**config.mk**
```make
export PLATFORM = sky130hd
export DESIGN_NAME = adc_capture_ctrl_flat
export DESIGN_NICKNAME = d
export VERILOG_FILES = /design/src/rtl/adc_capture_ctrl_pkg.sv /design/src/rtl/adc_capture_ctrl_if.sv /design/src/rtl/adc_capture_ctrl_trig_detect.sv /design/src/rtl/adc_capture_ctrl.sv /design/src/flat_wrapper.sv
export SDC_FILE = /design/constraint.sdc
export NUM_CORES = 1
export LEC_CHECK = 0
export ABC_CLOCK_PERIOD_IN_PS = 3700
export CORE_MARGIN = 3
export CORE_UTILIZATION = 37
export CTS_CLUSTER_SIZE = 40
export DETAILED_ROUTE_END_ITERATION = 10
export PLACE_DENSITY = 0.68
export SYNTH_ARGS = -nofsm -noshare
export SYNTH_HDL_FRONTEND = slang
export SYNTH_SLANG_ARGS = --single-unit
```
**constraint.sdc**
```tcl
create_clock -name sys_clk -period 3.7 [get_ports sys_clk]
set_clock_uncertainty 0.15 [all_clocks]
set_input_delay 0.925 -clock sys_clk [delete_from_list [all_inputs] [get_ports sys_clk]]
set_output_delay 0.925 -clock sys_clk [all_outputs]
set_load 0.1 [all_outputs]
```
**src/rtl/adc_capture_ctrl_pkg.sv**
```systemverilog
// adc_capture_ctrl_pkg
// Shared definitions for the ADC capture sequencer: FSM state encoding,
// trigger mode codes and a helper that folds the reserved mode onto
// immediate triggering.
package adc_capture_ctrl_pkg;

  // Encoded FSM states; the numeric values are visible on the debug port.
  typedef enum logic [2:0] {
    ST_IDLE      = 3'd0,
    ST_PRE       = 3'd1,
    ST_WAIT_TRIG = 3'd2,
    ST_POST      = 3'd3,
    ST_DONE      = 3'd4
  } state_t;

  localparam logic [1:0] TRIG_IMM  = 2'd0;
  localparam logic [1:0] TRIG_RISE = 2'd1;
  localparam logic [1:0] TRIG_FALL = 2'd2;

  // Mode 3 is reserved and behaves like an immediate trigger.
  function automatic logic [1:0] norm_trig_mode(input logic [1:0] mode);
    return (mode == 2'd3) ? TRIG_IMM : mode;
  endfunction

endpackage

```
**src/rtl/adc_capture_ctrl_if.sv**
```systemverilog
// adc_capture_ctrl_if
// Bundles the SPI-side read port (rd_req / rd_data / rd_valid) and the
// single-port sample RAM port owned by the capture controller.
//   master : the capture controller (drives RAM controls and read results)
//   slave  : the environment (RAM + readout requester)
interface adc_capture_ctrl_if #(
  parameter int ADDR_W = 10,
  parameter int DATA_W = 12
);
  logic              rd_req;
  logic [DATA_W-1:0] rd_data;
  logic              rd_valid;
  logic [ADDR_W-1:0] ram_addr;
  logic [DATA_W-1:0] ram_wdata;
  logic              ram_wren;
  logic              ram_rden;
  logic [DATA_W-1:0] ram_q;

  modport master (
    input  rd_req, ram_q,
    output rd_data, rd_valid, ram_addr, ram_wdata, ram_wren, ram_rden
  );

  modport slave (
    output rd_req, ram_q,
    input  rd_data, rd_valid, ram_addr, ram_wdata, ram_wren, ram_rden
  );
endinterface

```
**src/rtl/adc_capture_ctrl_trig_detect.sv**
```systemverilog
// adc_trig_detect
// Registers the live ADC stream (adc_q, plus the sample before it) and
// evaluates the trigger condition on the registered sample.
//   sys_clk, rst_n : clock, asynchronous active-low reset
//   adc_data       : raw ADC sample, one per cycle
//   mode, level    : latched trigger mode and unsigned threshold
//   first          : high on the first cycle of trigger search
//   adc_q          : registered sample (the one being written this cycle)
//   trig           : combinational trigger condition for adc_q
module adc_trig_detect
  import adc_capture_ctrl_pkg::*;
#(
  parameter int DATA_W = 12
) (
  input  logic              sys_clk,
  input  logic              rst_n,
  input  logic [DATA_W-1:0] adc_data,
  input  logic [1:0]        mode,
  input  logic [DATA_W-1:0] level,
  input  logic              first,
  output logic [DATA_W-1:0] adc_q,
  output logic              trig
);

  logic [DATA_W-1:0] adc_prev;

  always_ff @(posedge sys_clk or negedge rst_n) begin
    if (!rst_n) begin
      adc_q    <= '0;
      adc_prev <= '0;
    end else begin
      adc_q    <= adc_data;
      adc_prev <= adc_q;
    end
  end

  // Level modes look for a threshold crossing between consecutive samples;
  // anything else fires on the first search cycle.
  always_comb begin
    trig = first;
    case (mode)
      TRIG_RISE: trig = (adc_prev < level) && (adc_q >= level);
      TRIG_FALL: trig = (adc_prev >= level) && (adc_q < level);
      default:   trig = first;
    endcase
  end

endmodule

```
**src/rtl/adc_capture_ctrl.sv**
```systemverilog
// adc_capture_ctrl
// Triggered capture sequencer for the single-port ADC sample RAM. Fills a
// pre-trigger window, searches for the trigger, completes the post-trigger
// window and then serves the buffer in trigger-aligned order.
//   sys_clk, rst_n      : clock, asynchronous active-low reset
//   arm                 : pulse, (re)starts a capture
//   trig_mode/level     : trigger setup, latched on arm
//   pretrig             : samples kept before the trigger, latched on arm
//   adc_data            : live ADC sample
//   bus (master)        : read port and RAM port
//   busy / done / state : status and debug state
module adc_capture_ctrl
  import adc_capture_ctrl_pkg::*;
#(
  parameter int ADDR_W = 10,
  parameter int DATA_W = 12
) (
  input  logic                 sys_clk,
  input  logic                 rst_n,
  input  logic                 arm,
  input  logic [1:0]           trig_mode,
  input  logic [DATA_W-1:0]    trig_level,
  input  logic [ADDR_W-1:0]    pretrig,
  input  logic [DATA_W-1:0]    adc_data,
  adc_capture_ctrl_if.master   bus,
  output logic                 busy,
  output logic                 done,
  output logic [2:0]           state
);

  state_t            state_q;
  logic [1:0]        mode_l;
  logic [DATA_W-1:0] level_l;
  logic [ADDR_W-1:0] pretrig_l;
  logic [ADDR_W-1:0] wr_ptr;
  logic [ADDR_W-1:0] cnt;
  logic [ADDR_W-1:0] start_ptr;
  logic [ADDR_W-1:0] rd_idx;
  logic              wait_first;
  logic              rd_all;
  logic              rd_pend;
  logic              rd_valid_q;
  logic [DATA_W-1:0] rd_data_q;
  logic [DATA_W-1:0] adc_q;
  logic              trig;
  logic              wr_en;
  logic              rd_accept;

  adc_trig_detect #(.DATA_W(DATA_W)) u_trig (
    .sys_clk  (sys_clk),
    .rst_n    (rst_n),
    .adc_data (adc_data),
    .mode     (mode_l),
    .level    (level_l),
    .first    (wait_first),
    .adc_q    (adc_q),
    .trig     (trig)
  );

  assign wr_en = (state_q == ST_PRE) || (state_q == ST_WAIT_TRIG) ||
                 (state_q == ST_POST);

  // arm takes priority over a read; once all words are requested further
  // requests are dropped while the last word drains.
  assign rd_accept = (state_q == ST_DONE) && bus.rd_req && !arm && !rd_all;

  // The RAM is addressed combinationally so a read request reaches the RAM
  // in its own cycle, giving the two-cycle request-to-valid latency.
  assign bus.ram_wren  = wr_en;
  assign bus.ram_rden  = rd_accept;
  assign bus.ram_wdata = adc_q;
  assign bus.ram_addr  = (state_q == ST_DONE) ? (start_ptr + rd_idx) : wr_ptr;
  assign bus.rd_data   = rd_data_q;
  assign bus.rd_valid  = rd_valid_q;

  assign busy  = wr_en;
  assign done  = (state_q == ST_DONE);
  assign state = state_q;

  // cnt counts remaining PRE samples, then remaining POST samples.
  // The post-trigger length DEPTH-1-pretrig is simply ~pretrig in ADDR_W bits.
  always_ff @(posedge sys_clk or negedge rst_n) begin
    if (!rst_n) begin
      state_q    <= ST_IDLE;
      mode_l     <= TRIG_IMM;
      level_l    <= '0;
      pretrig_l  <= '0;
      wr_ptr     <= '0;
      cnt        <= '0;
      start_ptr  <= '0;
      rd_idx     <= '0;
      wait_first <= 1'b0;
      rd_all     <= 1'b0;
      rd_pend    <= 1'b0;
      rd_valid_q <= 1'b0;
      rd_data_q  <= '0;
    end else if (arm) begin
      mode_l     <= norm_trig_mode(trig_mode);
      level_l    <= trig_level;
      pretrig_l  <= pretrig;
      wr_ptr     <= '0;
      cnt        <= pretrig;
      start_ptr  <= '0;
      rd_idx     <= '0;
      wait_first <= 1'b1;
      rd_all     <= 1'b0;
      rd_pend    <= 1'b0;
      rd_valid_q <= 1'b0;
      state_q    <= (pretrig == '0) ? ST_WAIT_TRIG : ST_PRE;
    end else begin
      rd_pend    <= rd_accept;
      rd_valid_q <= rd_pend;
      if (rd_pend) begin
        rd_data_q <= bus.ram_q;
      end
      if (wr_en) begin
        wr_ptr <= wr_ptr + 1'b1;
      end
      case (state_q)
        ST_PRE: begin
          if (cnt == ADDR_W'(1)) begin
            state_q <= ST_WAIT_TRIG;
          end else begin
            cnt <= cnt - 1'b1;
          end
        end
        ST_WAIT_TRIG: begin
          wait_first <= 1'b0;
          if (trig) begin
            start_ptr <= wr_ptr - pretrig_l;
            cnt       <= ~pretrig_l;
            rd_idx    <= '0;
            state_q   <= (pretrig_l == '1) ? ST_DONE : ST_POST;
          end
        end
        ST_POST: begin
          if (cnt == ADDR_W'(1)) begin
            state_q <= ST_DONE;
          end else begin
            cnt <= cnt - 1'b1;
          end
        end
        ST_DONE: begin
          if (rd_accept) begin
            rd_idx <= rd_idx + 1'b1;
            if (rd_idx == '1) begin
              rd_all <= 1'b1;
            end
          end
          // The final word's rd_valid is the one with nothing behind it.
          if (rd_all && rd_valid_q && !rd_pend) begin
            rd_all  <= 1'b0;
            state_q <= ST_IDLE;
          end
        end
        default: begin
          state_q <= ST_IDLE;
        end
      endcase
    end
  end

endmodule

```
**src/flat_wrapper.sv**
```systemverilog
// flat-port wrapper written by rule: the top's interface ports become plain ports
module adc_capture_ctrl_flat import adc_capture_ctrl_pkg::*;
#(
  parameter int ADDR_W = 10,
  parameter int DATA_W = 12
)
  (sys_clk, rst_n, arm, trig_mode, trig_level, pretrig, adc_data, busy, done, state, bus_rd_req, bus_ram_q, bus_rd_data, bus_rd_valid, bus_ram_addr, bus_ram_wdata, bus_ram_wren, bus_ram_rden);
  adc_capture_ctrl_if #(.ADDR_W(ADDR_W), .DATA_W(DATA_W)) bus_i ();
  input  logic sys_clk;
  input  logic rst_n;
  input  logic arm;
  input  logic [1:0] trig_mode;
  input  logic [DATA_W-1:0] trig_level;
  input  logic [ADDR_W-1:0] pretrig;
  input  logic [DATA_W-1:0] adc_data;
  output logic busy;
  output logic done;
  output logic [2:0] state;
  input wire logic [$bits(bus_i.rd_req)-1:0] bus_rd_req;
  input wire logic [$bits(bus_i.ram_q)-1:0] bus_ram_q;
  output wire logic [$bits(bus_i.rd_data)-1:0] bus_rd_data;
  output wire logic [$bits(bus_i.rd_valid)-1:0] bus_rd_valid;
  output wire logic [$bits(bus_i.ram_addr)-1:0] bus_ram_addr;
  output wire logic [$bits(bus_i.ram_wdata)-1:0] bus_ram_wdata;
  output wire logic [$bits(bus_i.ram_wren)-1:0] bus_ram_wren;
  output wire logic [$bits(bus_i.ram_rden)-1:0] bus_ram_rden;
  assign bus_i.rd_req = bus_rd_req;
  assign bus_i.ram_q = bus_ram_q;
  assign bus_rd_data = bus_i.rd_data;
  assign bus_rd_valid = bus_i.rd_valid;
  assign bus_ram_addr = bus_i.ram_addr;
  assign bus_ram_wdata = bus_i.ram_wdata;
  assign bus_ram_wren = bus_i.ram_wren;
  assign bus_ram_rden = bus_i.ram_rden;
  adc_capture_ctrl #(.ADDR_W(ADDR_W), .DATA_W(DATA_W)) u_core (.sys_clk(sys_clk), .rst_n(rst_n), .arm(arm), .trig_mode(trig_mode), .trig_level(trig_level), .pretrig(pretrig), .adc_data(adc_data), .bus(bus_i), .busy(busy), .done(done), .state(state));
endmodule
```
## Word level (Yosys, flattened, before mapping)

Cells that the tools add are included.

- Reductions and logical operators: 28
- $add $sub $neg: 5
- Muxes and demuxes: 33
- Magnitude comparators: 4
- Equal/unequal tests: 16
- Bitwise logic cells: 2

Operator list:

| cell | count |
|---|---|
| 10-bit two-way mux | 12 |
| 10-bit one-hot mux with 2 select lines | 2 |
| 12-bit greater-or-equal comparator | 2 |
| 12-bit less-than comparator | 2 |
| 10-bit by 1-bit adder with 10-bit output, second input constant | 2 |
| 10-bit == test, second input constant | 2 |
| 3-bit two-way mux | 6 |
| 3-bit one-hot mux with 4 select lines | 1 |
| 3-bit nonzero test | 4 |
| 10-bit adder | 1 |
| 10-bit by 1-bit == test with 1-bit output, second input constant | 1 |
| 10-bit logical NOT | 1 |
| 10-bit NOT | 1 |
| 10-bit by 1-bit subtractor with 10-bit output, second input constant | 1 |
| 10-bit subtractor | 1 |
| 1-bit two-way mux | 9 |
| 3-bit by 2-bit != test with 1-bit output, second input constant | 3 |
| 3-bit != test, second input constant | 3 |
| 3-bit AND reduction | 3 |
| 2-bit nonzero test | 4 |
| 1-bit logical AND | 7 |
| 3-bit by 2-bit == test with 1-bit output, second input constant | 2 |
| 2-bit == test, second input constant | 2 |
| 2-bit two-way mux | 2 |
| 10 further kinds | 14 |

- Output and inout port bits: 42
- Register bits: 107
- Logic and storage cells: 103

## Logic depth before layout (Yosys ltp)

Gate-level depths: netlist (run 1).

- Depth after elaboration: 8
- Depth in mapped cells: 12
- Gate-level depth less buffers: 12

## Hierarchy

From an unflattened synthesis (run 1), not the netlist that was laid out.

- Cell total of the unflattened synthesis: 603
- Area total of the unflattened synthesis: 5,987.0 sq um

Modules (own cells, without submodules):

| module | cells each | instances | area an instance (sq um) |
|---|---|---|---|
| adc_capture_ctrl | 495 | 1 | 4,757.1 |
| adc_trig_detect | 108 | 1 | 1,229.9 |

## Least setup slack after synthesis (run 1)

OpenSTA, ideal clock, no wires.

- Path type: reg2out
- Start point: register u_core.state_q[0] (netlist: u_core.state[0])
- End point: output port bus_ram_addr[0]
- Stages on the path, launching flop included: 5
- Arrival: 4.058 ns
- Path buffers: 0
- Setup slack: -1.433 ns
- Cells stage by stage: dfrtp_1 nor2_1 nand2_1 inv_1 o21ai_0

- Cells in the longest elaborated chain, start to end: 2

Ends and longest elaborated chain:

| element | RTL line | text |
|---|---|---|
| start: declaration | adc_capture_ctrl.sv:31 | `state_t state_q;` |
| start signal: assignment | adc_capture_ctrl.sv:109 | `state_q <= (pretrig == '0) ? ST_WAIT_TRIG : ST_PRE;` |
| start signal: assignment | adc_capture_ctrl.sv:133 | `state_q <= (pretrig_l == '1) ? ST_DONE : ST_POST;` |
| 3-bit == test | -- |  |
| net done | flat_wrapper.sv:17 | `output logic done;` |
| 10-bit two-way mux | adc_capture_ctrl.sv:72 | `assign bus.ram_addr = (state_q == ST_DONE) ? (start_ptr + rd_idx) : wr_ptr;` |
| end: declaration | flat_wrapper.sv:23 | `output wire logic [$bits(bus_i.ram_addr)-1:0] bus_ram_addr;` |

The timed path passes the listed nets, and every way through them passes these cells.

## Worst setup path in the final report (run 1)

- Start point: register u_core.start_ptr[0]
- End point: output port bus_ram_addr[8]

- Cells in the longest elaborated chain, start to end: 2

Ends and longest elaborated chain:

| element | RTL line | text |
|---|---|---|
| start: declaration | adc_capture_ctrl.sv:37 | `logic [ADDR_W-1:0] start_ptr;` |
| start signal: assignment | adc_capture_ctrl.sv:130 | `start_ptr <= wr_ptr - pretrig_l;` |
| 10-bit adder | adc_capture_ctrl.sv:72 |  |
| 10-bit two-way mux | adc_capture_ctrl.sv:72 |  |

Every way passes these cells.

==> impl_results.md, run 1 <==
* Status: complete, but fails checks
* Failing checks: setup timing
* EDFF count, synth at 0
* Num CTS Buffers at 9
* Via count at 4736
* CP arrival at 2.73 ns
* Largest stage delay, worst path at 0.50 ns
* Ports at 94
* Nets at 801
* CTS tree: yes
* Slew Viols, Final at 0
* Type of the worst setup path: reg2out
* RePlAce Congestion at 0.856
* Hold Path Class: reg2reg
* Hold slack at 0.262 ns
* Leak at 3.52 nW
* Top cell by count, worst path: a21o_1
* Post-DP HPWL at 10.6 mm
* Post-synth ARST share at 100%
* Area grow syn2layout at 26.9%
* Clock sinks at 107
* Port bufs at 93
* Most numerous cell in the Yosys netlist: dfrtp_1
* Crit path from: u_core.start_ptr[0]
* DRT antenna net count at 0
* Slowest stage cell, crit path: or4b_4
* DRT iter0 DRCs at 230
* Share of the synthesized area in the top cell type at 45.0%
* Ant diodes at 0
* Die height at 133 um
* Hold_sp: u_core.u_trig.adc_q[0]
* Main synth FF type: dfrtp_1
* Register area share after synthesis at 45.0%
* DRT Pass-1 Iters at 4
* RSZ-0062 raised after global routing: yes
* # H-tree levels at 3
* Seq. cell area at 0.00268 mm^2
* Tmin final at 3.80 ns
* Worst slew margin at 27.0%
* Reg2Reg Launch Point: u_core.u_trig.adc_q[11]
* Worst ir drop on vdd at 300 uV
* Die Wd at 133 um
* Die footprint at 0.0177 mm^2
* Synth top area cells: dfrtp_1 45%, ha_1 10%, o21ai_0 5.2%, nand2_1 4.1%, xor2_1 2.8%
* Pwr dens at 486 mW/mm^2
* Avg Cell Area, Syn at 9.91 um^2
* Final WL at 14.3 mm
* Fmax at 263 MHz
* CP required at 2.62 ns
* #FFs+latches synth at 107
* Largest net degree at the start of global routing at 86
* Routed WL per cell at 15.6 um
* Cell row count at 45
* Worst setup EP type: primary output
* Hold bufs inserted after CTS at 0
* Residual DRC at 0
* Worst path top cell family by delay: simple AND/OR/NAND/NOR gates
* Core area at 0.0155 mm^2
* Via/cell ratio at 5.18
* GRT Util Overall at 16.6%
* Initial antenna violation count at 0
* Worst-margin pin slew at 1.09 ns
* Fraction of layout instances using a drive strength above 1 at 17.2%
* Ys Warns at 0
* Setup violators final at 1
* Hold Vio Cnt, Final at 0
* PnR worst setup slack at -0.101 ns
* Syn Inst Count at 601
* Final design utilization at 48.8%
* Vias in the first global route at 4794
* Initial Util at 38.5%
* CP Cell Sequence: ha_2, inv_2, fa_2, nor2b_1, o21ai_1, nand2b_1, a21o_1, a21o_1, a21oi_2, or4b_4, nand3_4, buf_12
* Setup crit start kind: flip-flop
* Max Cap Violations at 0
* Worst Path Max Fanout at 2
* Clock Tree Root: clkbuf_16
* Net Count, Synth at 703
* Pre-CTS setup slack at 0.0351 ns
* Setup TNS after final layout at -0.101 ns
* Synth unique cells at 57
* Later-pin clock latency in the skew report at 0.35 ns
* Clk slew on worst S/H paths at 0.07 ns
* Cell taking the most area after synthesis: dfrtp_1
* Clock Tree Buf Depth at 2
* Remaining Overflow, GRT at 0
* Multi-input gate area at 0.00309 mm^2
* Fin crit share at 103%
* First-pass GRT wire length at 23.7 mm
* Post-Syn Area at 0.00595 mm^2
* Buf+Inv Stages, Crit Path at 2
* Fill cells at 1399
* Commonest cells in the netlist: 107 x dfrtp_1, 65 x nand2_1, 62 x o21ai_0
==> state kept, by name (all words and copies together) (netlist names), 2 cells and up <==
name                    cells
u_core.mode_l               2
u_core.u_trig.adc_prev     12
u_core.bus.rd_data         12
u_core.pretrig_l           10
u_core.cnt                 10
u_core.start_ptr           10
u_core.state                3
u_core.rd_idx              10
u_core.wr_ptr              10
u_core.u_trig.adc_q        12
u_core.level_l             12
==> power breakdown <==
part           switching (mW)  leakage, nW  internal, mW  total (mW)
logic                   0.791         2.01         0.467        1.26
clock network           0.455        0.143         0.535       0.989
registers               0.130         1.36          1.30        1.43
==> final cells by class <==
cell class	count	area share [%]
timing repair buffer	109	14.2
inverter	40	1.99
clock buffer	9	2.98
sequential	107	35.4
clock inverter	7	1.06
tap	211	3.49
multi-input combinational	432	40.8
==> stage by stage <==
step	instances	area, um^2	power, mW
2_1_floorplan	601	5970	2.35
3_5_place_dp	891	7140	2.70
3_3_place_gp	891	7140	2.66
4_1_cts	913	7520	3.71
6_report	915	7560	3.68
5_1_grt	915	7560	3.89
==> metal layers <==
metal  global-route usage [%]  wire [um]
met5                        0          0
met4                     5.14        293
met3                     5.36       1030
met2                     28.4       7030
met1                     19.8       5930
==> worst paths after layout <==
kind	cells past startpoint	end	slack, ns
max in group asynchronous	2	u_core.u_trig.adc_prev[6]	2.21
min in group asynchronous	1	u_core.rd_idx[8]	0.45
worst min-delay path	0	u_core.u_trig.adc_prev[0]	0.26
worst max-delay path	12	bus_ram_addr[8]	-0.10
worst min register to register	0	u_core.u_trig.adc_prev[0]	0.26
worst max register to register	7	u_core.cnt[1]	0.58
==> layout by cell type (no fill, tap or decap), drive strengths merged, types with 12 or more instances in the layout <==
cell type / Yosys / layout
mux2: 22 / 22
buf: 7 / 60
o21ai: 62 / 62
clkdlybuf4s50: 0 / 49
xor2: 19 / 19
nand3: 12 / 12
nand4: 13 / 13
nand2: 65 / 65
nor2: 42 / 42
ha: 48 / 48
xnor2: 15 / 15
a21oi: 28 / 28
inv: 40 / 44
dfrtp: 107 / 107
==> repair_timing <==
item                                   CTS  global route
cloned                                   0             0
setup buffers                            6             2
endpoints found under the hold margin    0             0
gates resized for setup                 10             4
pin swaps                                7             7
setup endpoints to repair                3             3
==> kinds of logic after synthesis <==
group	Yosys count	share of synthesized area (%)
AND/OR/NAND/NOR	187	15.3
multiplexers	31	6.24
XOR/XNOR	34	5.00
AO/OA/AOI/OAI	130	13.4
flip-flops	107	45.0
buffers and inverters	62	4.29
adder cells (fa/ha/maj)	50	10.8
Power figures use the tool's default switching activity.
==> run 2, diff against run 1 <==
--- a/config.mk
+++ b/config.mk
@@ -10,6 +10,7 @@
 export CORE_UTILIZATION = 37
 export CTS_CLUSTER_SIZE = 40
 export DETAILED_ROUTE_END_ITERATION = 10
+export GPL_TIMING_DRIVEN = 0
 export PLACE_DENSITY = 0.68
 export SYNTH_ARGS = -nofsm -noshare
 export SYNTH_HDL_FRONTEND = slang
==> run 2 against run 1 <==
The flow still finishes with violations (setup timing). Register-to-register slack improved by 0.10 ns. Critical endpoint unchanged. Sequential share of layout area fell by 0.070 points. Die area unchanged. Via count up 2.3%. Critical path type unchanged.
==> impl_results.md, run 2 (synthesized netlist as in run 1, its figures left out) <==
* DRT Pass-1 Iters at 4
* DRT antenna net count at 0
* Largest net degree at the start of global routing at 74
* Tmin final at 3.80 ns
* Via count at 4845
* CP required at 2.62 ns
* Cell row count at 45
* Final design utilization at 48.9%
* CP Cell Sequence: ha_2, inv_2, fa_2, nor2b_1, o21ai_1, nand2b_1, a21o_1, a21o_1, a21oi_2, or4b_4, nand3_4, buf_12
* Sequential power share at 39.3%
* Worst-margin pin slew at 1.05 ns
* Slowest stage cell, crit path: or4b_4
* Status: complete, but fails checks
* # H-tree levels at 3
* Setup violators final at 1
* Type of the worst setup path: reg2out
* Ports at 94
* Slew Viols, Final at 0
* Initial Util at 38.5%
* RSZ-0062 raised after global routing: yes
* Crit path from: u_core.start_ptr[0]
* Setup crit start kind: flip-flop
* Clk network pwr share at 25.7%
* Vias in the first global route at 4878
* Remaining Overflow, GRT at 0
* Sw Share at 38.3%
* Via/cell ratio at 5.22
* PnR worst setup slack at -0.0973 ns
* Die Wd at 133 um
* Worst R2R Setup Slack at 0.68 ns
* First-pass GRT wire length at 24.1 mm
* Max Cap Violations at 0
* Clk slew on worst S/H paths at 0.07 ns
* Fraction of layout instances using a drive strength above 1 at 12.5%
* Residual DRC at 0
* CP arrival at 2.72 ns
* R2R depth at 8
* Worst slew margin at 29.9%
* DP Cell Count at 906
* Sw Pwr at 1.39 mW
* GRT Util Overall at 17.0%
* Worst path top cell family by delay: simple AND/OR/NAND/NOR gates
* CTS tree: yes
* Worst setup EP type: primary output
* Final WL at 14.7 mm
* Routed WL per cell at 15.8 um
* Ant diodes at 0
* Fmax at 263 MHz
* Clock Tree Buf Depth at 2
* Hold bufs inserted after CTS at 0
* Die footprint at 0.0177 mm^2
* RePlAce Congestion at 0.897
* DRT iter0 DRCs at 268
* Leak at 3.47 nW
* Int Pwr at 2.24 mW
* Worst ir drop on vdd at 270 uV
* Fin cells at 929
* Pre-CTS setup slack at -0.979 ns
* Most frequent cells in the layout: 107 x dfrtp_1, 79 x clkdlybuf4s50_1, 65 x nand2_1, 50 x o21ai_0, 46 x ha_1
* Crit path capture: bus_ram_addr[8]
* Fin crit share at 103%
* Clock sinks at 107
* Later-pin clock latency in the skew report at 0.36 ns
* Largest stage delay, worst path at 0.50 ns
* Port bufs at 93
* Hold slack at 0.269 ns
* Commonest non-fill, non-tap cell in the layout: dfrtp_1
* Nets at 815
* Comb pwr share at 35.1%
* Initial antenna violation count at 0
* Buf+Inv Stages, Crit Path at 2
* Hold Path Class: reg2reg
* Core area at 0.0155 mm^2
* Hold Vio Cnt, Final at 0
* Post-DP HPWL at 11.2 mm
* Failing checks: setup timing
* Clock Tree Root: clkbuf_16
* RR Endpoint: u_core.cnt[3]
* Cell count along the critical path at 12
* Pwr Total at 3.63 mW
* Pwr dens at 479 mW/mm^2
* Area grow syn2layout at 27.2%
* Num CTS Buffers at 9
* Worst Path Max Fanout at 2
* Top cell by count, worst path: a21o_1
* Reg2Reg Launch Point: u_core.u_trig.adc_q[11]
* Die height at 133 um
run 2: worst min path at each step:
stage / startpoint / endpoint / slack (ns) / cells past startpoint
finish: u_core.u_trig.adc_q[0] / u_core.u_trig.adc_prev[0] / 0.27 / 0
global route: u_core.u_trig.adc_q[1] / u_core.u_trig.adc_prev[1] / 0.29 / 0
CTS: u_core.u_trig.adc_q[0] / u_core.u_trig.adc_prev[0] / 0.27 / 0
detailed placement: u_core.u_trig.adc_q[0] / u_core.u_trig.adc_prev[0] / 0.25 / 0
global placement: u_core.u_trig.adc_q[0] / u_core.u_trig.adc_prev[0] / 0.25 / 0
floorplan: u_core.wait_first / u_core.wait_first / 0.29 / 2
run 2: power by group through the flow:
stage | registers, mW | clock network (mW) | logic [mW]
after global routing | 1.44 | 1.01 | 1.39
final | 1.43 | 0.932 | 1.27
after detailed placement | 1.45 | 0 | 1.27
after floorplan | 1.60 | 0 | 0.750
after CTS | 1.42 | 0.956 | 1.27
after global placement | 1.44 | 0 | 1.24
run 2: cell type report:
cell class,instances,area (um^2)
fillers,1422,7910
multi-input cells,432,3080
flip-flops and latches,107,2680
repair buffers,101,1000
well taps,211,264
clock buffers,9,225
inverters,40,150
plain buffers,22,109
clock inverters,7,61.3
run 2: worst register-to-register path, delay by kind of cell, from the launching register on:
family	cells	cell delay, ns
and+or+nand+nor	3	0.75
AOI/OAI and AO/OA	2	0.76
buffers and inverters	1	0.17
DFF	1	0.41
adders and majority gates	1	0.33
muxes	1	0.32
run 2: metrics by stage:
stage / area (um^2) / setup TNS, ns
after detailed placement: 7190 / -5.38
after CTS: 7490 / -0.244
after floorplan: 5970 / -3.02
after global placement: 7160 / -264.45
final: 7570 / -0.0973
after global routing: 7570 / -0.300
run 2: timing repair:
| item | in CTS | in global routing |
|---|---|---|
| hold endpoints to repair | 0 | 0 |
| pin swaps | 1 | 4 |
| resized for setup | 68 | 19 |
| endpoints found under the setup margin | 12 | 12 |
| setup buffers | 3 | 4 |
run 2: metal layers:
metal,up-vias,routed length [um],global-route usage [%]
met1,2323,6320,21.3
met4,0,407,6.52
li1,2334,-,-
met3,28,927,5.48
met2,160,7040,27.3
met5,-,0,0
==> run 3, diff against run 2 <==
--- a/config.mk
+++ b/config.mk
@@ -6,12 +6,12 @@
 export NUM_CORES = 1
 export LEC_CHECK = 0
 export ABC_CLOCK_PERIOD_IN_PS = 3700
+export CAP_MARGIN = 25
 export CORE_MARGIN = 3
 export CORE_UTILIZATION = 37
 export CTS_CLUSTER_SIZE = 40
 export DETAILED_ROUTE_END_ITERATION = 10
 export GPL_TIMING_DRIVEN = 0
-export PLACE_DENSITY = 0.68
 export SYNTH_ARGS = -nofsm -noshare
 export SYNTH_HDL_FRONTEND = slang
 export SYNTH_SLANG_ARGS = --single-unit
==> run 3 against run 2 <==
The run still ends with setup timing left. Maximum frequency grew 0.44%. Cell count unchanged. Register-to-register slack got worse by 0.03 ns. Clock power increased by 2%. Critical path depth unchanged. Total power increased by 0.37%. Final area about the same. Setup slack better by 0.016 ns. Hold slack worse by 0.0083 ns. Die area is the same. Combinational power hardly changed. Critical endpoint unchanged. Largest power group unchanged. Highest routed layer unchanged.
==> impl_results.md, run 3 (synthesized netlist as in run 1, its figures left out) <==
* Fraction of layout instances using a drive strength above 1 at 12.1%
* Setup violators final at 1
* Tmin final at 3.78 ns
* Nets at 815
* Remaining Overflow, GRT at 0
* Die Wd at 133 um
* Vias in the first global route at 4867
* Via count at 4712
* Setup crit start kind: flip-flop
* Worst ir drop on vdd at 274 uV
* Clock Tree Root: clkbuf_16
* Max Cap Violations at 0
* Largest net degree at the start of global routing at 61
* Reg2Reg Launch Point: u_core.u_trig.adc_q[11]
* Int Pwr at 2.25 mW
* Clock sinks at 107
* Final WL at 14.7 mm
* Slew Viols, Final at 0
* Fin cells at 929
* Worst slew margin at 34.2%
* Post-DP HPWL at 11.2 mm
* Multi-input gate area at 0.00308 mm^2
* Worst-margin pin slew at 0.984 ns
* Type of the worst setup path: reg2out
* CP arrival at 2.71 ns
* Worst setup EP type: primary output
* DRT iter0 DRCs at 320
* Sw Pwr at 1.39 mW
* Via/cell ratio at 5.07
* PnR worst setup slack at -0.0808 ns
* R2R depth at 8
* Worst Path Max Fanout at 2
* Initial Util at 38.5%
* Fin crit share at 102%
* Die height at 133 um
* Ports at 94
* Ant diodes at 0
* Slowest stage cell, crit path: or4b_4
* Hold Vio Cnt, Final at 0
* Final design utilization at 48.9%
* RR Endpoint: u_core.cnt[3]
* Clock Tree Buf Depth at 2
* RePlAce Congestion at 0.874
* Residual DRC at 0
* Core area at 0.0155 mm^2
* Pwr dens at 481 mW/mm^2
* Port bufs at 93
* Initial antenna violation count at 0
* Largest stage delay, worst path at 0.49 ns
* Fill cells at 1457
* CP Cell Sequence: ha_4, inv_1, fa_2, nor2b_1, o21ai_1, nand2b_1, a21o_1, a21o_1, a21oi_1, or4b_4, nand3_2, buf_12
* Failing checks: setup timing
* Clk slew on worst S/H paths at 0.07 ns
* Crit path capture: bus_ram_addr[8]
* Crit path from: u_core.rd_idx[0]
* Commonest non-fill, non-tap cell in the layout: dfrtp_1
* Sequential power share at 39.3%
* RSZ-0062 raised after global routing: yes
* First-pass GRT wire length at 24.4 mm
* Comb pwr share at 34.8%
* Later-pin clock latency in the skew report at 0.36 ns
* Cell row count at 45
* Leak at 3.47 nW
* Hold_sp: u_core.u_trig.adc_q[6]
* Die footprint at 0.0177 mm^2
* DP Cell Count at 906
* DRT antenna net count at 0
* Fmax at 264 MHz
* GRT Util Overall at 17.1%
* Seq. cell area at 0.00268 mm^2
* Most frequent cells in the layout: 106 x dfrtp_1, 79 x clkdlybuf4s50_1, 65 x nand2_1, 50 x o21ai_0, 46 x ha_1
* Area grow syn2layout at 27.3%
* Routed WL per cell at 15.9 um
* Hold bufs inserted after CTS at 0
* # H-tree levels at 3
* Clk network pwr share at 26.0%
* Worst R2R Setup Slack at 0.65 ns
* CP required at 2.62 ns
* CTS tree: yes
* Status: complete, but fails checks
* Hold Path Class: reg2reg
* Top cell by count, worst path: a21o_1
* Pre-CTS setup slack at -0.967 ns
* DRT Pass-1 Iters at 4
* Num CTS Buffers at 9
* Sw Share at 38.3%
[run 3: per-layer routing]
layer	GRT usage, %	up-vias	share of wire, %	routed length (um)
li1	-	2336	-	-
met1	21.5	2273	45	6570
met2	29.0	82	50	7390
met3	3.42	21	2.9	421
met4	6.29	0	2.4	359
met5	0	-	0	0
[run 3: area by class of cell]
cell class                      count  area share [%]
Multi-Input combinational cell    432            40.7
Sequential cell                   107            35.4
Timing Repair Buffer              101            13.2
Tap cell                          211            3.48
Clock buffer                        9            2.97
Inverter                           40            1.98
Buffer                             22            1.42
Clock inverter                      7           0.892
[run 3: what timing repair did]
item                       CTS  global route
setup endpoints to repair   12            11
gates resized for setup     65            18
pin swaps                    6             3
buffers inserted             6             1
[run 3: power groups by stage]
stage | Sequential (mW) | Combinational [mW] | Clock [mW]
global placement | 1.44 | 1.23 | 0
global route | 1.45 | 1.38 | 1.02
CTS | 1.43 | 1.27 | 0.979
floorplan | 1.60 | 0.750 | 0
finish | 1.43 | 1.27 | 0.947
detailed placement | 1.45 | 1.26 | 0
[run 3: worst max-delay path, delay by kind of cell, from the launching register on]
kind,cells,cell delay (ns)
flops,1,0.40
buf+inv,2,0.22
fa+ha+maj,2,0.49
simple gates,4,0.82
compound gates,4,0.42
[run 3: worst min-delay path by stage]
stage	endpoint	slack [ns]	cells after the start
floorplan	u_core.wait_first	0.29	2
global placement	u_core.u_trig.adc_prev[8]	0.24	0
detailed placement	u_core.u_trig.adc_prev[6]	0.25	0
CTS	u_core.u_trig.adc_prev[6]	0.26	0
global route	u_core.u_trig.adc_prev[6]	0.28	0
finish	u_core.u_trig.adc_prev[6]	0.26	0
[run 3: through the flow]
step	power, mW	instance area (um^2)	setup TNS (ns)	hold WS, ns
after floorplan	2.35	5970	-3.02	0.291
final	3.64	7580	-0.0808	0.260
after global placement	2.68	7160	-276.92	0.244
after CTS	3.68	7570	-0.114	0.264
after detailed placement	2.71	7190	-4.63	0.245
after global routing	3.85	7580	-0.204	0.276
==> variant 1: new RTL, settings of run 2 <==
Add an input register stage for `trig_level`, without a reset; this delays it by one clock. The other inputs are not delayed to match.
--- a/src/rtl/adc_capture_ctrl.sv
+++ b/src/rtl/adc_capture_ctrl.sv
@@ -29,2 +29,8 @@
 );
+
+  logic [DATA_W-1:0] trig_level_q;
+
+  always_ff @(posedge sys_clk) begin
+    trig_level_q <= trig_level;
+  end
 
@@ -98,3 +104,3 @@
       mode_l     <= norm_trig_mode(trig_mode);
-      level_l    <= trig_level;
+      level_l    <= trig_level_q;
       pretrig_l  <= pretrig;
Function: changed (a bounded check fails within 4 cycles, from zero or initial values and one cycle with rst_n low).
==> variant 1 against run 2 <==
- the flow still finishes with violations (negative setup slack)
- cell area rose by 7.4%
- sequential share of layout area grew 0.53 points
- wire length grew 0.73%
- worst setup slack worse by 0.023 ns
- critical endpoint unchanged
- non-clock buffer count is 2 lower
- power up 25%
- area after synthesis is 3.6% higher
- via count is 0.93% lower
- sequential cell count rose by 12
==> variant 1: results (changes against run 2) <==
- Result of the run: finished, violations left (unchanged).
- Failing checks: negative setup slack (unchanged).
- The final RePlAce weighted congestion is 0.865 (was 0.897).
- Most numerous cell types in the synthesized netlist: sky130_fd_sc_hd__dfrtp_1, sky130_fd_sc_hd__nand2_1, sky130_fd_sc_hd__o21ai_0, sky130_fd_sc_hd__ha_1, sky130_fd_sc_hd__nor2_1 (unchanged).
- The number of H-tree levels was 4 (was 3).
- The area growth from synthesis to final layout came to 31.8% (was 27.2%).
- The cell at the root of the clock tree is sky130_fd_sc_hd__clkbuf_16 (unchanged).
- The clock input transition at the sequential cells of the worst setup and hold paths is 0.06 ns.
- The async set or reset register ratio after synthesis is 89.9% (was 100%).
- The count of endpoints failing setup in the final report is 2 (was 1).
- The headroom to the max-slew limit is 33.4% (was 29.9%).
- Top cells by area, synth: sky130_fd_sc_hd__dfrtp_1, sky130_fd_sc_hd__ha_1, sky130_fd_sc_hd__o21ai_0 (unchanged).
- The clock latency at the later pin of the worst-skew pair is 0.41 ns (was 0.36 ns).
- The number of standard cells in the layout, taps in and fillers out was 964 (was 929).
- The global routing met2 resource utilization came to 28.0% (was 27.3%).
- The port buffer count is 92 (was 93).
- The first-pass GRT wire length is 24100 um (about the same).
- The met3 wire length was 746 um (was 927 um).
- The post-synthesis cell type count is 57 (unchanged).
- The total global-route track usage is 16.9% (was 17.0%).
- The maximum number of pins on one net before global-route repair is 70 (was 74).
- The fraction of met1 tracks used by global routing is 21.3% (about the same).
- The placed wire-length estimate after detailed placement is 10900 um (was 11200 um).
- The initial detailed-routing violation count came to 305 (was 268).
- The count of antenna diodes in the layout is 0 (unchanged).
- The total placed instance area is 0.00740 mm2 (was 0.00719 mm2).
- The maximum count of clock buffers along a single path is 2 (unchanged).
- The post-synth net total is 716 (was 703).
- The initial antenna violation count is 0 (unchanged).
- The ratio of cells with drive above 1 in the final layout is 14.4% (was 12.5%).
- The wire length on met1 was 6450 um (was 6320 um).
- The synthesized area per cell is 10.0 um2 (was 9.91 um2).
- The total length of routed met2 wires is 7350 um (was 7040 um).
- The number of warnings printed during yosys synthesis was 0 (unchanged).
- The leakage power of the design was 3.73 nW (was 3.47 nW).
- The arrival time of the worst setup path is 2.74 ns (was 2.72 ns).
- The number of detailed-routing iterations run before antenna repair is 4 (unchanged).
- The net count reported at finish is 838 (was 815).
- The via count of the first global-routing pass is 4779 (was 4878).
- The met3 track demand over resource in global routing is 5.09% (was 5.48%).
- The top cell type's share of synthesized area is 43.4% (was 45.0%).
- The cell count after placement was 923 (was 906).
- The filler cell count came to 1512 (was 1422).
- The via count normalized by instance count was 4.98 (was 5.22).
- The slack of the critical path came to -0.120 ns (was -0.0973 ns).
- The clock buffer count from CTS is 17 (was 9).
- The mean routed wirelength per cell is 15.4 um (was 15.8 um).
- The worst supply voltage drop on vdd was 0.368 mV (was 0.270 mV).
- The part of the Yosys area used for sequential elements is 47.3% (was 45.0%).
==> variant 1: final timing paths <==
| kind | slack [ns] | to | depth (start not counted) | start |
|---|---|---|---|---|
| max | -0.12 | bus_ram_addr[8] | 12 | u_core.rd_idx[0] |
| max reg2reg | 0.50 | u_core.start_ptr[6] | 10 | u_core.u_trig.adc_q[1] |
| max in group asynchronous | 2.35 | u_core.level_l[10] | 2 | rst_n |
| min | 0.25 | u_core.u_trig.adc_prev[0] | 0 | u_core.u_trig.adc_q[0] |
| min reg2reg | 0.25 | u_core.u_trig.adc_prev[0] | 0 | u_core.u_trig.adc_q[0] |
| min in group asynchronous | 0.34 | u_core.rd_idx[8] | 1 | rst_n |
==> variant 1: cells by family (layout without fill, tap and decap cells) <==
kind of cell    Yosys count  in the layout  share of synthesized area (%)
buf+inv                  60            194                           3.83
simple gates            194            194                           15.3
flops                   119            119                           47.3
fa+ha+maj                50             50                           10.4
mux                      33             33                           5.82
xor+xnor                 32             32                           4.54
compound gates          126            126                           12.9
==> variant 1: per-stage QoR <==
step	setup TNS (ns)	setup slack [ns]	hold slack [ns]	total power, mW
4_1_cts	-0.150	-0.150	0.260	4.59
3_5_place_dp	-5.33	-0.898	0.243	2.91
6_report	-0.154	-0.120	0.254	4.55
3_3_place_gp	-295.82	-2.73	0.239	2.88
5_1_grt	-0.499	-0.246	0.268	4.80
2_1_floorplan	-3.16	-0.532	0.264	2.55
==> variant 1: cell type report <==
cell class,count,share of cell area (%)
sequential,119,35.9
tap,216,3.32
timing repair buffer,103,12.6
multi-input combinational,435,37.8
clock buffer,20,5.61
inverter,42,1.94
buffer,18,1.00
clock inverter,11,1.86
==> variant 1: timing repair <==
| action | 4_1_cts | 5_1_grt |
|---|---|---|
| setup buffers | 4 | 6 |
| hold buffers | 0 | 0 |
| endpoints found under the setup margin | 13 | 11 |
| resized for setup | 77 | 11 |
| pin swaps | 8 | 11 |
==> variant 1: worst max-delay path, stage by stage (launching register included) <==
cell	delay (ns)
sky130_fd_sc_hd__dfrtp_1	0.36
sky130_fd_sc_hd__ha_2	0.19
sky130_fd_sc_hd__inv_2	0.04
sky130_fd_sc_hd__fa_2	0.34
sky130_fd_sc_hd__nor2b_1	0.12
sky130_fd_sc_hd__o21ai_1	0.07
sky130_fd_sc_hd__nand2b_1	0.11
sky130_fd_sc_hd__a21o_1	0.13
sky130_fd_sc_hd__a21o_1	0.13
sky130_fd_sc_hd__a21oi_1	0.09
sky130_fd_sc_hd__or4b_4	0.51
sky130_fd_sc_hd__nand3_4	0.09
sky130_fd_sc_hd__buf_12	0.17
==> variant 1: power breakdown <==
group	switching [mW]	total [mW]	internal [mW]	leakage [nW]
sequential	0.134	1.58	1.44	1.46
clock	0.588	1.68	1.09	0.284
combinational	0.834	1.29	0.460	1.98
total	1.56	4.55	2.99	3.73
==> variant 2: new RTL, settings of run 2 <==
Without the edit above. `ADDR_W` is set to 10 in 3 places; all go to 11.
--- a/src/rtl/adc_capture_ctrl_if.sv
+++ b/src/rtl/adc_capture_ctrl_if.sv
@@ -6,3 +6,3 @@
 interface adc_capture_ctrl_if #(
-  parameter int ADDR_W = 10,
+  parameter int ADDR_W = 11,
   parameter int DATA_W = 12
--- a/src/rtl/adc_capture_ctrl.sv
+++ b/src/rtl/adc_capture_ctrl.sv
@@ -14,3 +14,3 @@
 #(
-  parameter int ADDR_W = 10,
+  parameter int ADDR_W = 11,
   parameter int DATA_W = 12
--- a/src/flat_wrapper.sv
+++ b/src/flat_wrapper.sv
@@ -3,3 +3,3 @@
 #(
-  parameter int ADDR_W = 10,
+  parameter int ADDR_W = 11,
   parameter int DATA_W = 12
Ports: changed (resized bus_ram_addr and pretrig); port bits go from 94 to 96. No check against the original RTL was run, so the function may have changed too.
==> variant 2 against run 2 <==
- the flow still finishes with violations (negative setup slack)
- wire length increased by 8.7%
- power rose by 12%
- synthesized cell count grew 10%
- critical path type unchanged
- first-iteration DRC count increased by 1.1%
- sequential cell count grew 5
- sequential power grew 6%
- cell area up 5.6%
- register-to-register slack about the same
- worst setup slack improved by 0.014 ns
- clock power increased by 13%
- count of clock-buffer cells in the layout stayed put
- area after synthesis increased by 6.1%
==> variant 2: results (changes against run 2) <==
- The maximum number of pins on one net before global-route repair is 84 (was 74).
- The leakage power of the design is 3.53 nW (was 3.47 nW).
- The clock latency at the later pin of the worst-skew pair is around 0.35 ns.
- The number of detailed-routing iterations run before antenna repair is 5 (was 4).
- The worst supply voltage drop on vdd was 0.392 mV (was 0.270 mV).
- The mean routed wirelength per cell is 16.0 um (was 15.8 um).
- The slew at the pin closest to its max-slew limit was 0.994 ns (was 1.05 ns).
- The count of endpoints failing setup in the final report came to 3 (was 1).
- The total placed instance area was 0.00761 mm2 (was 0.00719 mm2).
- The maximum count of clock buffers along a single path is 2 (unchanged).
- The number of H-tree levels is 3 (unchanged).
- The placed wire-length estimate after detailed placement is 12200 um (was 11200 um).
- The xor/xnor cell area share of the yosys netlist is 4.16% (was 5.00%).
- The total number of vias is 5200 (was 4845).
- The mux cell area share after synthesis is 4.64% (was 6.24%).
- The critical-path maximum fanout is 2 (unchanged).
- The final RePlAce weighted congestion is 0.861 (was 0.897).
- The adder-cell share of the synthesized area is 10.5% (was 10.8%).
- Failing checks: negative setup slack (unchanged).
- The first-pass GRT wire length is 26000 um (was 24100 um).
- The via count of the first global-routing pass is 5262 (was 4878).
- The clock input transition at the sequential cells of the worst setup and hold paths is 0.07 ns (about the same).
- The net count reported at finish is 878 (was 815).
- The compound-cell area share of the yosys netlist is 16.5% (was 13.4%).
- The post-synth net total was 766 (was 703).
- The post-synthesis cell type count is 52 (was 57).
- The count of antenna diodes in the layout is 0 (unchanged).
- The initial antenna violation count came to 0 (unchanged).
- The number of cells traversed by the worst register-to-register path was 10 (was 8).
- Top cells by area, synth: sky130_fd_sc_hd__dfrtp_1, sky130_fd_sc_hd__ha_1, sky130_fd_sc_hd__o21ai_0 (unchanged).
- The initial detailed-routing violation count was 271 (was 268).
- The clock buffer count from CTS was 9 (unchanged).
- The async set or reset register ratio after synthesis is 100% (unchanged).
- The number of warnings printed during yosys synthesis is 0 (unchanged).
- The part of the Yosys area used for sequential elements is 44.4% (was 45.0%).
- The port buffer count is 95 (was 93).
- The filler cell count is 1581 (was 1422).
- The ratio of cells with drive above 1 in the final layout came to 11.2% (was 12.5%).
- The total global-route track usage is 17.6% (was 17.0%).
- Most numerous cell types in the synthesized netlist: sky130_fd_sc_hd__dfrtp_1, sky130_fd_sc_hd__nand2_1, sky130_fd_sc_hd__o21ai_0, sky130_fd_sc_hd__nor2_1, sky130_fd_sc_hd__ha_1 (was sky130_fd_sc_hd__dfrtp_1, sky130_fd_sc_hd__nand2_1, sky130_fd_sc_hd__o21ai_0, sky130_fd_sc_hd__ha_1, sky130_fd_sc_hd__nor2_1).
- Result of the run: finished, violations left (unchanged).
- The slack of the critical path is -0.0829 ns (was -0.0973 ns).
- The cell at the root of the clock tree is sky130_fd_sc_hd__clkbuf_16 (unchanged).
- The classification of the worst-slack hold path is flip-flop to flip-flop (unchanged).
- The count of cells along the worst hold path is 0 (unchanged).
- The max-capacitance violation count is 0 (unchanged).
[variant 2: critical path: stages (launching register included)]
cell and delay, ns:
sky130_fd_sc_hd__dfrtp_1 0.40, sky130_fd_sc_hd__ha_2 0.20, sky130_fd_sc_hd__inv_2 0.04, sky130_fd_sc_hd__fa_2 0.34
sky130_fd_sc_hd__nor2b_1 0.15, sky130_fd_sc_hd__o21ai_2 0.08, sky130_fd_sc_hd__a21oi_2 0.20, sky130_fd_sc_hd__o21ai_2 0.09
sky130_fd_sc_hd__a21oi_2 0.18, sky130_fd_sc_hd__a31oi_1 0.11, sky130_fd_sc_hd__xnor2_1 0.27, sky130_fd_sc_hd__o21ai_2 0.12
sky130_fd_sc_hd__buf_12 0.17
[variant 2: power breakdown]
group	leakage [nW]	switching, mW	internal [mW]
clock network	0.152	0.454	0.595
registers	1.42	0.140	1.38
logic	1.95	1.02	0.497
[variant 2: layout make-up]
type / count / area (um2) / area share (%)
multi-input cells: 482 / 3330 / 41.6
repair buffers: 101 / 1010 / 12.7
inverters: 45 / 169 / 2.11
flip-flops and latches: 112 / 2800 / 35.0
plain buffers: 22 / 93.8 / 1.17
clock buffers: 9 / 225 / 2.82
clock inverters: 6 / 93.8 / 1.17
well taps: 220 / 275 / 3.44
[variant 2: path summary, 6_finish.rpt]
| kind | from | endpoint | slack, ns |
|---|---|---|---|
| max reg2reg | u_core.u_trig.adc_q[1] | u_core.cnt[9] | 0.68 |
| max | u_core.start_ptr[0] | bus_ram_addr[10] | -0.08 |
| min reg2reg | u_core.u_trig.adc_q[8] | u_core.u_trig.adc_prev[8] | 0.27 |
| max in group asynchronous | rst_n | u_core.state[0] | 2.42 |
| min | u_core.u_trig.adc_q[8] | u_core.u_trig.adc_prev[8] | 0.27 |
| min in group asynchronous | rst_n | u_core.bus.rd_data[3] | 0.28 |
[variant 2: repair_timing]
item / CTS / global route
setup endpoints to repair: 15 / 14
pin swaps: 4 / 7
gates resized for setup: 81 / 20
setup buffers: 2 / 3
[variant 2: routing by layer]
metal  up-vias  routed length, um  global-route usage (%)
li1       2563                  -                       -
met5         -                  0                       0
met3        22                914                    4.26
met2       142               7570                    29.4
met4         0                296                    5.15
met1      2473               7190                    22.7
[variant 2: metrics by stage]
step / setup slack, ns / hold slack [ns] / setup TNS, ns / cells
2_1_floorplan: -0.448 / 0.287 / -2.70 / 661
5_1_grt: -0.195 / 0.281 / -0.577 / 997
3_3_place_gp: -3.30 / 0.242 / -326.07 / 976
4_1_cts: -0.187 / 0.265 / -0.187 / 994
6_report: -0.0829 / 0.267 / -0.125 / 997
3_5_place_dp: -0.955 / 0.245 / -5.58 / 977
